### config.mk
export PLATFORM = sky130hd
export DESIGN_NAME = slot_allocator
export DESIGN_NICKNAME = d
export VERILOG_FILES = /design/src/rtl/slot_allocator.sv
export SDC_FILE = /design/constraint.sdc
export NUM_CORES = 1
export LEC_CHECK = 0
export ABC_AREA = 1
export CORE_MARGIN = 2
export CORE_UTILIZATION = 40
export CTS_CLUSTER_DIAMETER = 30
export CTS_CLUSTER_SIZE = 8
export DETAILED_ROUTE_END_ITERATION = 10
export GPL_ROUTABILITY_DRIVEN = 0
export PLACE_DENSITY = 0.65
export SYNTH_ARGS = -nofsm -noshare
export SYNTH_HDL_FRONTEND = slang
export SYNTH_SLANG_ARGS = --single-unit
### constraint.sdc
create_clock -name clk -period 3.2 [get_ports clk]
set_input_delay 0.48 -clock clk [delete_from_list [all_inputs] [get_ports clk]]
set_output_delay 0.48 -clock clk [all_outputs]
set_load 0.02 [all_outputs]
### src/rtl/slot_allocator.sv
// slot_allocator: tracks occupancy of NUM_SLOTS buffer slots.
// Each request is granted the lowest-numbered free slot. The downstream
// consumer releases slots by index, and a flush clears every slot at once.
// The busy vector and the free count are registered together, so the
// status outputs always describe the same occupancy state.
module slot_allocator #(
    parameter  int NUM_SLOTS   = 8,
    localparam int INDEX_WIDTH = $clog2(NUM_SLOTS),
    localparam int COUNT_WIDTH = INDEX_WIDTH + 1
) (
    input  logic                   clk,
    input  logic                   rst_n,
    input  logic                   alloc_req_in,
    output logic                   alloc_gnt_out,
    output logic [INDEX_WIDTH-1:0] alloc_index_out,
    input  logic                   release_valid_in,
    input  logic [INDEX_WIDTH-1:0] release_index_in,
    output logic                   release_err_out,
    input  logic                   flush_in,
    output logic [NUM_SLOTS-1:0]   busy_vec_out,
    output logic [COUNT_WIDTH-1:0] free_count_out,
    output logic                   full_out,
    output logic                   empty_out
);

    // Registered state and its next-state values
    logic [NUM_SLOTS-1:0]   busy_q, busy_d;
    logic                   gnt_q, gnt_d;
    logic [INDEX_WIDTH-1:0] index_q, index_d;
    logic                   err_q, err_d;
    logic [COUNT_WIDTH-1:0] free_count_q, free_count_d;
    logic                   full_q, full_d;
    logic                   empty_q, empty_d;

    // Combinational decisions for the current cycle
    logic [INDEX_WIDTH-1:0] sel_idx;
    logic                   any_free;
    logic                   rel_hit;
    logic                   alloc_fire;
    logic                   rel_fire;
    logic                   rel_err;

    // Lowest-set-bit selection on the inverted busy vector; scanning from
    // the top down lets the lowest free slot overwrite any higher one.
    always_comb begin
        // NOTE: every always_comb output gets a default first so no path
        // leaves it unassigned, which would infer a latch.
        sel_idx  = '0;
        any_free = 1'b0;
        for (int i = NUM_SLOTS - 1; i >= 0; i--) begin
            if (!busy_q[i]) begin
                sel_idx  = INDEX_WIDTH'(i);
                any_free = 1'b1;
            end
        end
    end

    // A release is legal only for an in-range slot that is currently busy;
    // indices >= NUM_SLOTS never match any slot and so read as not busy.
    always_comb begin
        rel_hit = 1'b0;
        for (int i = 0; i < NUM_SLOTS; i++) begin
            if (release_index_in == INDEX_WIDTH'(i)) begin
                rel_hit = busy_q[i];
            end
        end
    end

    // Per-cycle actions; flush overrides both alloc and release
    always_comb begin
        alloc_fire = alloc_req_in & any_free & ~flush_in;
        rel_fire   = release_valid_in & rel_hit & ~flush_in;
        rel_err    = release_valid_in & ~rel_hit & ~flush_in;
    end

    // Next-state occupancy. Selection used the pre-release busy_q, so a
    // slot being released this cycle can never also be granted this cycle.
    always_comb begin
        busy_d = busy_q;
        if (flush_in) begin
            busy_d = '0;
        end else begin
            for (int i = 0; i < NUM_SLOTS; i++) begin
                if (alloc_fire && (sel_idx == INDEX_WIDTH'(i))) begin
                    busy_d[i] = 1'b1;
                end
                if (rel_fire && (release_index_in == INDEX_WIDTH'(i))) begin
                    busy_d[i] = 1'b0;
                end
            end
        end
    end

    // Free count tracks next-state busy: -1 per grant, +1 per release
    always_comb begin
        if (flush_in) begin
            free_count_d = COUNT_WIDTH'(NUM_SLOTS);
        end else begin
            free_count_d = free_count_q
                         - COUNT_WIDTH'(alloc_fire)
                         + COUNT_WIDTH'(rel_fire);
        end
        full_d  = (free_count_d == '0);
        empty_d = (free_count_d == COUNT_WIDTH'(NUM_SLOTS));
    end

    // Grant and error pulses; the granted index holds between grants
    always_comb begin
        gnt_d   = alloc_fire;
        index_d = alloc_fire ? sel_idx : index_q;
        err_d   = rel_err;
    end

    // State register with asynchronous reset to the all-free state
    always_ff @(posedge clk or negedge rst_n) begin
        // NOTE: sequential state uses non-blocking assignments so every
        // flop samples the values from before this edge.
        if (!rst_n) begin
            busy_q       <= '0;
            gnt_q        <= 1'b0;
            index_q      <= '0;
            err_q        <= 1'b0;
            free_count_q <= COUNT_WIDTH'(NUM_SLOTS);
            full_q       <= 1'b0;
            empty_q      <= 1'b1;
        end else begin
            busy_q       <= busy_d;
            gnt_q        <= gnt_d;
            index_q      <= index_d;
            err_q        <= err_d;
            free_count_q <= free_count_d;
            full_q       <= full_d;
            empty_q      <= empty_d;
        end
    end

    assign alloc_gnt_out   = gnt_q;
    assign alloc_index_out = index_q;
    assign release_err_out = err_q;
    assign busy_vec_out    = busy_q;
    assign free_count_out  = free_count_q;
    assign full_out        = full_q;
    assign empty_out       = empty_q;

endmodule

After elaboration in Yosys (flattened, before gate mapping) --
Index checks and enable logic that the tools add are counted. W data, S select, Z words.
Operators by class: muxes and demuxes 42, reduce and logical (&&, ||, !) cells 27, add/subtract/negate cells 2, eq/ne operators 15, bitwise logic cells 8
Operator list (number):
- $mux W1 | 32
- $eq A3 B3 Y1 const B | 8
- $mux W3 | 8
- $reduce_bool A3 Y1 | 8
- $logic_and A1 B1 Y1 | 16
- $eq A3 B2 Y1 const B | 4
- $mux W8 | 1
- $and A1 B1 Y1 | 6
- $eq A3 B1 Y1 const B | 2
- $logic_not A3 Y1 | 2
- $add A4 B1 Y4 | 1
- $eq A4 B4 Y1 const B | 1
- $logic_not A4 Y1 | 1
- $mux W4 | 1
- $sub A4 B1 Y4 | 1
- $not A1 Y1 | 2
Word-level totals: input port bits 8, output and inout bits 19, word-level logic and storage cells 108, bits in registers 19

Longest topological paths before layout --
depth in word-level cells 14, gate-level depth with buffers 20, mapped depth without buffers 19

Worst setup path after synthesis --
Ideal clock, no wire load.
kind input-to-reg, from input port release_index_in[1], to register empty_q (netlist: empty_out), path slack 0.638 ns, stages 17, library setup time 0.073 ns, arrival time 2.489 ns, data required time 3.127 ns, path through buf_6 -> inv_1 -> nor3_1 -> nand2_1 -> nand4_4 -> nand2_1 -> ha_1 -> inv_1 -> ha_1 -> fa_1 -> inv_1 -> nor2_1 -> nor2_1 -> inv_1 -> nor2_1 -> nand2_1 -> inv_1
Between the ends: word-level cells in the longest chain between the ends 14, elaborated cells between the ends (all ways) 21
Ends and longest elaborated chain:
- from (decl) | RTL line 17 | input logic [INDEX_WIDTH-1:0] release_index_in,
- $logic_not A3 Y1 | RTL line 63 | if (release_index_in == INDEX_WIDTH'(i)) begin
- $mux W1 (7 in a row) | RTL line 63
- $mux W1 * | RTL line 63
- $and A1 B1 Y1 * (2 in a row) | RTL line 72 | rel_fire = release_valid_in & rel_hit & ~flush_in;
- $add A4 B1 Y4 * | RTL line 101 | + COUNT_WIDTH'(rel_fire);
- $mux W4 * | RTL line 96 | if (flush_in) begin
- via free_count_d[1] | RTL line 31 | logic [COUNT_WIDTH-1:0] free_count_q, free_count_d;
- $eq A4 B4 Y1 * | RTL line 104 | empty_d = (free_count_d == COUNT_WIDTH'(NUM_SLOTS));
- via empty_d | RTL line 33 | logic empty_q, empty_d;
- to (signal assigned) | RTL line 133 | empty_q <= empty_d;
- to (decl) | RTL line 33
Mark *: on every way through the listed nets, which the timed path passes. The rest lies on a longest branch. A chain may end at the register's enable or synchronous reset.

Final worst setup path --
from input port release_index_in[1], to register full_q (netlist: full_out)
Between the ends: word-level cells in the longest chain between the ends 14, elaborated cells between the ends (all ways) 21
Ends and longest elaborated chain:
- $logic_not A3 Y1 | RTL line 63
- $mux W1 (7 in a row) | RTL line 63
- $mux W1 * | RTL line 63
- $and A1 B1 Y1 * (2 in a row) | RTL line 72
- $add A4 B1 Y4 * | RTL line 101
- $mux W4 * | RTL line 96
- via free_count_d[1] | RTL line 31
- $logic_not A4 Y1 * | RTL line 103 | full_d = (free_count_d == '0);
- via full_d | RTL line 32 | logic full_q, full_d;
- to (signal assigned) | RTL line 132 | full_q <= full_d;
- to (decl) | RTL line 32
Marked as above.

==> summary.md <==
| Metric | Value |
|---|---|
| Internal power | `423 uW` |
| GR Overflow Total | `0` |
| Status | `complete, no violations` |
| Pre-antenna DRT Iters | `4` |
| CP startpoint | `release_index_in[1]` |
| Vias in the first global route | `1088` |
| P&R area growth vs syn | `30.4%` |
| CTS H-Tree Depth | `1` |
| Worst skew pair latency | `300 ps` |
| Die Width | `58.4 um` |
| Antenna viol nets, final | `0` |
| Final slew viol count | `0` |
| Post-CTS Setup Repair Bufs | `0` |
| Worst r2r src | `busy_vec_out[3]$_DFFE_PN0P_` |
| Post-CTS sizing | `0` |
| Fin crit period | `2850 ps` |
| WL final | `2.63 mm` |
| Cell area after layout | `1540 um^2` |
| Setup violations, final | `0` |
| Initial Util | `42.5%` |
| Worst setup SP type | `input port` |
| Warnings, synthesis | `0` |
| EDFF count, synth | `0` |
| Fin crit share | `89.0%` |
| PwrDens | `414 nW/um^2` |
| Comb pwr share | `34.8%` |
| # DRC | `0` |
| First-pass GRT wire length | `4.68 mm` |
| Area post-placement | `1520 um^2` |
| Mapped cell area | `1180 um^2` |
| Drt via density | `5.01` |
| CP Data Required Time | `3420 ps` |
| CTS root buffer | `clkbuf_4` |
| Clock power frac | `19.2%` |
| Sw Pwr | `216 uW` |
| Initial DRC count | `34` |
| Flop pwr share | `46.0%` |
| Via count | `1133` |
| Slew HR | `44.2%` |
| Syn Nets | `173` |
| Critical Path End Type | `register` |
| Crit Path Class | `in -> reg` |
| Seq. cell area | `478 um^2` |
| Critical-path cell list | `clkdlybuf4s50_1 > inv_1 > nor3_1 > nand2_1 > nand4_4 > nand2_1 > ha_1 > inv_1 > ha_1 > fa_1 > inv_1 > nor2_1 > nor2_1 > inv_1 > nor3_1` |
| Synth area leaders | `dfrtp_1, nand2_1, inv_1` |
| DR WL/cell | `11.6 um` |
| Max stage delay on crit path | `570 ps` |
| Pleak | `0.000780 uW` |
| Async SR Flop Fraction | `100%` |
| Multi-input gate area | `573 um^2` |
| Area leader, netlist | `dfrtp_1` |
| Die height | `58.4 um` |
| Syn_area_per_cell | `7.39 um^2` |
| Placeable Area | `2780 um^2` |
| Port Buf Inserts | `26` |
| Antenna violations before repair | `0` |
| Setup Skew | `1.81 ps` |
| Num Clock Sinks | `19` |
| WP data arrival | `3070 ps` |
| Total GRT Usage | `17.7%` |
| Hold Buf Count CTS | `0` |
| Final hold vios | `0` |
| Post-DP HPWL | `2.05 mm` |
| Diode count | `0` |
| Sequential share of the synthesized area | `40.4%` |
| CTS Buf Count | `3` |
| Min-delay src | `alloc_index_out[0]$_DFFE_PN0P_` |
| Max stage delay cell, worst path | `clkdlybuf4s50_1` |
| Filler cell count | `287` |
| CTS tree | `done` |
| Commonest non-fill, non-tap cell in the layout | `nand2_1` |
| Post-synthesis cell type count | `28` |
| Clock slew at reported path FFs | `100 ps` |
| Num ports | `27` |
| Clk buf depth | `2` |
| Layout cell share with drive strength beyond 1 | `11.8%` |
| Hold Crit Class | `reg -> reg` |
| Critical path's most frequent cell | `inv_1` |
| Net Sw Frac | `33.8%` |
| Pin count of the biggest net entering global routing | `20` |
| Die ar. | `3410 um^2` |
| Rows | `19` |
| Most frequent cells in the layout | `nand2_1, inv_1, clkdlybuf4s50_1, nor2_1, dfrtp_1` |
| Maximum VDD drop | `0.324 mV` |
| Maxcap violations | `0` |
| Achievable frequency | `351 MHz` |
| Most used DFF post-synth | `dfrtp_1` |
| Cells after synthesis | `160` |
| Nets | `209` |
| Share of the synthesized area in the top cell type | `36.0%` |
| Measured slew at the worst slew-check pin | `835 ps` |
| Crit path max fanout | `5` |
| Setup TNS | `0 ps` |
| Unrepaired setup endpoints after global routing | `false` |
| Register bit total from synthesis | `19` |
## critical path, delay by kind of cell
family	cells	cell delay (ps)
adder cells (fa/ha/maj)	3	880
buffers and inverters	5	820
AND/OR/NAND/NOR	7	870
## synth_stat cells (2+ instances only)
cell type  count
a21oi_1        3
dfrtp_1       17
dfstp_2        2
ha_1           4
inv_1         27
inv_2          3
nand2_1       46
nand3_1       10
nand4_1        2
nor2_1        18
nor3_1         5
nor3_2         3
o21ai_0        2
o21ai_1        4
## registers in the layout (all words and copies together), names as in the netlist
| name | count |
|---|---|
| full_out | 1 |
| release_err_out | 1 |
| alloc_index_out | 3 |
| busy_vec_out | 8 |
| alloc_gnt_out | 1 |
| empty_out | 1 |
| free_count_out | 4 |
## stage by stage
stage | util, % | worst slack [ps] | total power [uW] | cells | hold slack (ps)
4_1_cts | 55.4 | 354 | 648 | 226 | 505
5_1_grt | 55.4 | 109 | 686 | 226 | 543
6_report | 55.4 | 352 | 639 | 226 | 496
2_1_floorplan | - | 638 | 424 | 160 | 184
3_5_place_dp | 54.5 | 26.0 | 522 | 222 | 478
3_3_place_gp | 54.5 | 27.2 | 518 | 222 | 472
## routing by layer
layer / track usage [%] / part of all wire [%]
met4: 4.65 / 1.6
met5: 0 / 0
met3: 6.37 / 7.3
met1: 22.9 / 45
met2: 28.1 / 46
## final cells by class
| type | count | share of cell area (%) |
|---|---|---|
| multi-input combinational | 109 | 37.2 |
| sequential | 19 | 31.0 |
| timing repair buffer | 33 | 20.3 |
| inverter | 30 | 7.31 |
| tap | 31 | 2.52 |
| clock buffer | 4 | 1.70 |
## logic make-up (layout without fill, tap and decap cells)
kind of cell,count (synthesis),in the layout,share of synthesized area [%]
DFF,19,19,40.4
buffers and inverters,32,67,11.1
xor gates and xnor gates,1,1,0.741
and+or+nand+nor,90,90,35.6
AOI/OAI and AO/OA,13,13,6.24
adders and majority gates,5,5,5.93
## power by group through the flow
stage	Combinational [uW]	Sequential, uW	Clock (uW)
after floorplan	89.9	334	0
after global placement	219	299	0
after detailed placement	222	299	0
after CTS	224	295	129
after global routing	249	298	138
final	222	294	123
## path summary, 6_finish.rpt
check / slack, ps / cells after the start / end
max: 350 / 15 / full_out$_DFF_PN0_
min: 500 / 2 / alloc_index_out[0]$_DFFE_PN0P_
max reg2reg: 780 / 16 / full_out$_DFF_PN0_
min reg2reg: 500 / 2 / alloc_index_out[0]$_DFFE_PN0P_
max in group asynchronous: 2040 / 1 / busy_vec_out[5]$_DFFE_PN0P_
min in group asynchronous: 650 / 1 / alloc_gnt_out$_DFF_PN0_
Power figures use the tool's default switching activity.
